$ cat config.mk
export PLATFORM = sky130hd
export DESIGN_NAME = uart_rx_core
export DESIGN_NICKNAME = d
export VERILOG_FILES = /design/src/rtl/uart_rx_core.sv
export SDC_FILE = /design/constraint.sdc
export NUM_CORES = 1
export LEC_CHECK = 0
export CAP_MARGIN = 40
export CORE_ASPECT_RATIO = 0.75
export CORE_MARGIN = 2
export CORE_UTILIZATION = 50
export CTS_CLUSTER_DIAMETER = 100
export CTS_CLUSTER_SIZE = 24
export DETAILED_ROUTE_END_ITERATION = 16
export PLACE_DENSITY = 0.75
export SLEW_MARGIN = 5
export SYNTH_ARGS = -nofsm -noshare
export SYNTH_HDL_FRONTEND = slang
export SYNTH_SLANG_ARGS = --single-unit
$ cat constraint.sdc
create_clock -name clk -period 2.15 [get_ports clk]
set_clock_uncertainty 0.15 [all_clocks]
set_input_delay 0.5375 -clock clk [delete_from_list [all_inputs] [get_ports clk]]
set_output_delay 0.5375 -clock clk [all_outputs]
set_load 0.01 [all_outputs]
$ cat src/rtl/uart_rx_core.sv
// uart_rx_core: 16x-oversampled UART receive engine, 5-8 data bits LSB-first, optional parity, one stop bit.
// Define UART_RX_PARITY_EN to build the PARITY state and checker; otherwise parity_err is tied low.
module uart_rx_core (
    input  logic       clk,
    input  logic       rst,
    input  logic       btick,
    input  logic       rx_in,
    input  logic [1:0] rlen,
    input  logic       parity_en,
    input  logic       parity_type,
    input  logic       fifo_full,
    output logic       wr_en,
    output logic [7:0] rdata,
    output logic       frame_err,
    output logic       parity_err,
    output logic       overrun,
    output logic       busy
);
`ifdef UART_RX_PARITY_EN
    typedef enum logic [2:0] {IDLE, START, DATA, PARITY, STOP} state_t;
`else
    typedef enum logic [2:0] {IDLE, START, DATA, STOP} state_t;
`endif
    state_t     r_state, w_next;
    logic       r_sync, r_rxs, r_rxs_d;
    logic [3:0] r_tcnt;
    logic [2:0] r_bcnt;
    logic [7:0] r_shift;
    logic [1:0] r_rlen;
    logic       r_perr;
    logic       w_fall, w_mid;
    logic [2:0] w_last;
`ifdef UART_RX_PARITY_EN
    logic       r_pen, r_ptype;
`else
    logic       w_unused;
    assign w_unused = &{1'b0, parity_en, parity_type};
`endif
    assign w_fall = r_rxs_d & ~r_rxs;
    assign w_mid  = btick && r_tcnt == 4'd15;
    assign w_last = 3'd4 + {1'b0, r_rlen};
    assign busy   = r_state != IDLE;
    always_ff @(posedge clk) begin
        if (rst) r_state <= IDLE;
        else     r_state <= w_next;
    end
    always_comb begin
        w_next = r_state;
        case (r_state)
            IDLE:    if (w_fall) w_next = START;
            START:   if (btick && r_tcnt == 4'd7) w_next = r_rxs ? IDLE : DATA;
`ifdef UART_RX_PARITY_EN
            DATA:    if (w_mid && r_bcnt == w_last) w_next = r_pen ? PARITY : STOP;
            PARITY:  if (w_mid) w_next = STOP;
`else
            DATA:    if (w_mid && r_bcnt == w_last) w_next = STOP;
`endif
            STOP:    if (w_mid) w_next = IDLE;
            default: w_next = IDLE;
        endcase
    end
    always_ff @(posedge clk) begin
        if (rst) begin
            r_sync     <= 1'b1;
            r_rxs      <= 1'b1;
            r_rxs_d    <= 1'b1;
            r_tcnt     <= 4'd0;
            r_bcnt     <= 3'd0;
            r_shift    <= 8'h00;
            r_rlen     <= 2'd0;
            r_perr     <= 1'b0;
            wr_en      <= 1'b0;
            rdata      <= 8'h00;
            frame_err  <= 1'b0;
            parity_err <= 1'b0;
            overrun    <= 1'b0;
`ifdef UART_RX_PARITY_EN
            r_pen      <= 1'b0;
            r_ptype    <= 1'b0;
`endif
        end else begin
            r_sync     <= rx_in;
            r_rxs      <= r_sync;
            r_rxs_d    <= r_rxs;
            // A btick landing on the entry cycle is deliberately dropped.
            r_tcnt     <= (w_next != r_state) ? 4'd0 : r_tcnt + {3'd0, btick};
            wr_en      <= 1'b0;
            frame_err  <= 1'b0;
            parity_err <= 1'b0;
            overrun    <= 1'b0;
            if (r_state == IDLE && w_fall) begin
                r_rlen  <= rlen;
                r_shift <= 8'h00;
                r_bcnt  <= 3'd0;
                r_perr  <= 1'b0;
`ifdef UART_RX_PARITY_EN
                r_pen   <= parity_en;
                r_ptype <= parity_type;
`endif
            end
            if (r_state == DATA && w_mid) begin
                r_shift <= {r_rxs, r_shift[7:1]};
                r_bcnt  <= r_bcnt + 3'd1;
            end
`ifdef UART_RX_PARITY_EN
            // Shift register was cleared at start, so its XOR covers exactly the data bits.
            if (r_state == PARITY && w_mid) r_perr <= (^{r_shift, r_rxs}) != r_ptype;
`endif
            if (r_state == STOP && w_mid) begin
                rdata      <= r_shift >> (2'd3 - r_rlen);
                wr_en      <= ~fifo_full;
                overrun    <= fifo_full;
                frame_err  <= ~r_rxs;
                parity_err <= r_perr;
            end
        end
    end
endmodule

======== After elaboration in Yosys (flattened, before gate mapping) ========
Cells that the tools add are included.
storage, ports and cells
  flip-flop bits (word level) ............. 34
  input bits .............................. 9
  output and inout bits ................... 13
operators by class
  add/subtract/negate cells ............... 4
  equal/unequal tests ..................... 7
  shift operators ......................... 1
  mux-type cells .......................... 10
  bitwise gates (word level) .............. 4
  reduce and logical (&&, ||, !) cells .... 11
operator list
  cell                                                              number
  3-bit 2-to-1 mux                                                  6
  8-bit 2-to-1 mux                                                  2
  3-bit one-hot mux with 4 select lines                             1
  8-bit by 2-bit right shift with 8-bit output                      1
  3-bit by 2-bit == test with 1-bit output (second input constant)  2
  1-bit logical AND                                                 6
  4-bit by 1-bit adder with 4-bit output                            1
  4-bit by 3-bit == test with 1-bit output (second input constant)  1
  4-bit == test (second input constant)                             1
  2-bit OR reduction                                                2
  3-bit by 1-bit adder with 3-bit output (second input constant)    1
  3-bit by 2-bit adder with 3-bit output (first input constant)     1
  3-bit by 1-bit == test with 1-bit output (second input constant)  1
  3-bit == test                                                     1
  3-bit zero test                                                   1
  3-bit inequality test                                             1
  1-bit inverter                                                    3
  3-bit nonzero test                                                1
  2-bit 2-to-1 mux                                                  1
  2-bit nonzero test                                                1
  2-bit subtractor (first input constant)                           1
  1-bit bitwise AND                                                 1

======== Depth between registers and ports, before layout ========
  depth after elaboration ................. 7
  gate-level depth with buffers ........... 6

======== Least setup slack after synthesis ========
No wires, ideal clock.
  path kind ............................... input to register
  start point ............................. input port btick
  end point ............................... register r_tcnt[0]
  setup time .............................. 0.072 ns
  data arrival time ....................... 1.572 ns
  required time ........................... 1.928 ns
  setup slack ............................. 0.357 ns
  stages on the path ...................... 5
  buffers on the path ..................... 1
  path through ............................ and4_1 > buf_6 > and2_4 > a311oi_4 > mux2i_1
on the way
  longest elaborated chain between the ends .. 6
  elaborated cells on any way between the ends .. 10
ends and longest elaborated chain
  element                                line  source
  start, declared                        6     input logic btick,
  1-bit logical AND                      40    assign w_mid = btick && r_tcnt == 4'd15;
  1-bit logical AND                      56    DATA: if (w_mid && r_bcnt == w_last) w_next = STOP;
  3-bit 2-to-1 mux                       56
  3-bit one-hot mux with 4 select lines  49    case (r_state)
  3-bit inequality test                  86    r_tcnt <= (w_next != r_state) ? 4'd0 : r_tcnt + {3'd0, btick};
  2-bit OR reduction (no line)           n/a
  end signal, assigned                   86
  end, declared                          26    logic [3:0] r_tcnt;
Several ways; a longest one is shown, not always the timed one.
A chain may end at the register's enable or synchronous reset.

======== Worst setup path after layout ========
  start point ............................. register r_state[1]
  end point ............................... output port busy
on the way
  longest elaborated chain between the ends .. 1
ends and longest elaborated chain
  element                 line  source
  start, declared         24    state_t r_state, w_next;
  start signal, assigned  45    else r_state <= w_next;
  3-bit nonzero test      42    assign busy = r_state != IDLE;
  end, declared           17    output logic busy
Every way passes these cells.

==> flow_summary.yaml <==
setup_path:
  r2r-start: "r_state[0]$_SDFF_PP0_"
  crit_chain: "nor3_4 > inv_1 > clkdlybuf4s50_1"
  slowest_delay_ns: 0.47
  r2r_slack_ns: 0.31
  worstSetupPathType: "flip-flop to output port"
  cpMaxStageDelayCell: "clkdlybuf4s50_1"
  worst_ep_required_time_ns: 1.46
  cp_top_family: "buffers and inverters"
  worstPathMaxFanout: 9
  worst-path-buf-inv: 2
  rr_worst_depth: 6
  end_kind: "output port"
  worstPathArrival_ns: 1.39
  r2r-end: "r_tcnt[1]$_SDFF_PP0_"
  critPathLaunchType: "flip-flop"
clock_network:
  clk_pin_slew_ns: 0.06
  root_buffer: "clkbuf_8"
  cts_buffers: 5
  cts_setup_buffers: 0
  cts_buffer_depth: 2
  cts_tree: "done"
  hold_buffers: 0
  htree_levels: 2
  clk_latency_ns: 0.28
  clkSinkCount: 34
final_layout:
  drive_gt1_share_pct: 19.6
  final_util_pct: 65.6
  diodes: 0
  areaGrowthSynthToFinish_pct: 23.0
  final_nets: 201
  stdcell_area_sq_mm: 0.00197
synth:
  synth-edff-count: 0
  netlist_area_sq_mm: 0.00160
  synth-simple-area-share_pct: 22.4
  synthTopCellsByArea: "dfxtp_1, mux2i_1, mux4_2, nor2_1, a22oi_1"
  synth_common_cells: "dfxtp_1, nor2_1, mux2i_1"
  synthDominantCellAreaShare_pct: 42.6
  synth_compound_area_share_pct: 9.47
  synth_top_family_by_area: "simple AND/OR/NAND/NOR gates"
  syn_inst: 158
  synthFlopType: "dfxtp_1"
  synth.avg_cell_area_sq_um: 10.1
  synth_largest_area_cell: "dfxtp_1"
  synth-adder-area-share_pct: 2.35
  muxShareOfSynthArea_pct: 15.6
  synth_xor_area_share_pct: 2.74
  yosysSeqAreaShare_pct: 42.6
  synth-seq-cells: 34
  yosysMostFrequentCell: "dfxtp_1"
  yosysWarnings: 0
  synthArstFlopShare_pct: 0
  synth.distinct_cells: 36
run:
  drv_cap: 0
place:
  hpwl_mm: 2.29
  portBuffers: 18
  gp_congestion: 0.827
  dpl-instance-area_sq_mm: 0.00188
  pre_cts_ws_ns: -0.255
detailed_routing:
  drt_iter0_drc: 60
  dr.pass1.iters: 4
  drc_errors: 0
  vias: 1269
  routed_wl_mm: 3.14
  ant_nets: 0
  via_per_inst: 5.59
  wire_per_inst_microns: 13.8
global_routing:
  grt_use_total_pct: 19.5
  antenna_found_initial: 0
  grt_pass1_wl_mm: 5.32
  grt_max_degree: 16
  grt_pass1_vias: 1175
  grt_overflow: 0
status:
  status: "finished clean"
sta:
  hold_viol_final: 0
  final_max_slew_viol_count: 0
  max_freq_mhz: 482
  layout_min_cycle_time_ns: 2.07
  timing.final.ws_setup_ns: 0.0773
  rsz0062_at_grt: "no"
  post-route-period-util_pct: 96.4
  finalSetupViolCount: 0
pwr:
  p_leak_uw: 0.000781
  peakVddDrop_v: 0.000443
  p_per_area_mw_per_mm2: 579
floorplanning:
  fp.dieArea_sq_mm: 0.00367
  die-height_microns: 53.0
  start_util_pct: 53.3
  io_pins: 22
  die_x_microns: 69.3
  placementRows: 17
  coreArea_sq_mm: 0.00300
hold_path:
  min-delay-start: "r_sync$_SDFF_PP1_"
  min_to: "r_rxs$_SDFF_PP1_"
  holdPathStages: 1
  hold_class: "flip-flop to flip-flop"
## sequential cells by signal, summed over array words and instances, names as in the netlist
name / cells
frame_err: 1
r_rxs: 1
r_bcnt: 3
r_rxs_d: 1
rdata: 8
r_rlen: 2
wr_en: 1
r_state: 3
r_sync: 1
overrun: 1
r_tcnt: 4
r_shift: 8
## layer usage
layer / part of all wire, % / global-route usage (%) / vias to the layer above / routed length, microns
met5: 0 / 0 / - / 0
met4: 1.9 / 11.4 / 0 / 59
met3: 5.8 / 5.71 / 5 / 182
met2: 46 / 32.2 / 35 / 1430
met1: 47 / 23.1 / 605 / 1470
li1: - / - / 624 / -
## layout by cell type (no fill, tap or decap), types with 5 or more instances in the layout
cell type and instances:
nand2_1 9, nor2_1 19, nor3_1 5, a22oi_1 9, dfxtp_1 33, mux2i_1 16, clkdlybuf4s50_1 18, clkbuf_8 5
nand3_1 6, a21oi_1 5, buf_4 15
## report_power, final
group	internal (uW)	total [uW]	switching [uW]
logic	32.3	64.9	32.6
registers	636	640	4.50
clock network	223	434	211
total	890	1140	249
## repair_timing
item	CTS	global route
endpoints found under the hold margin	0	0
resized for setup	2	2
endpoints found under the setup margin	1	5
## cell families after synthesis
| family | count (synthesis) |
|---|---|
| simple gates | 64 |
| fa+ha+maj | 3 |
| mux | 20 |
| compound gates | 19 |
| buf+inv | 12 |
| other cells | 1 |
| xor+xnor | 5 |
| flops | 34 |
## area by class of cell
class / count / area [sq um]
Clock buffer: 7 / 76.3
Timing Repair Buffer: 33 / 293
Inverter: 2 / 7.51
Tap cell: 38 / 47.5
Multi-Input combinational cell: 113 / 861
Fill cell: 241 / 1030
Sequential cell: 34 / 682
## through the flow
stage | TNS (ns) | hold WS (ns) | instances | power (uW)
after global routing | 0 | 0.272 | 227 | 1190
after CTS | 0 | 0.261 | 227 | 1150
after global placement | -1.03 | 0.247 | 220 | 715
final | 0 | 0.258 | 227 | 1140
after floorplan | 0 | 0.239 | 159 | 690
after detailed placement | -2.59 | 0.246 | 220 | 717
## worst reg2reg max path, stage by stage, from the launching register on
cell and delay (ns):
dfxtp_1 0.34, buf_4 0.18, or4b_1 0.52, a21oi_2 0.20, a311oi_4 0.04, buf_4 0.18
mux2i_1 0.12
## how the worst max path moves through the flow
stage                     startpoint                    to  slack (ns)  cells past startpoint
2_1_floorplan                  btick  r_tcnt[0]$_SDFF_PP0_        0.36                      5
6_report       r_state[1]$_SDFF_PP0_                  busy        0.08                      3
4_1_cts        r_state[1]$_SDFF_PP0_                  busy        0.04                      3
5_1_grt        r_state[1]$_SDFF_PP0_                  busy       0.009                      3
3_3_place_gp                   btick  r_tcnt[2]$_SDFF_PP0_       -0.15                      6
3_5_place_dp                   btick  r_tcnt[1]$_SDFF_PP0_       -0.26                      6
(Power assumes the default switching activity.)
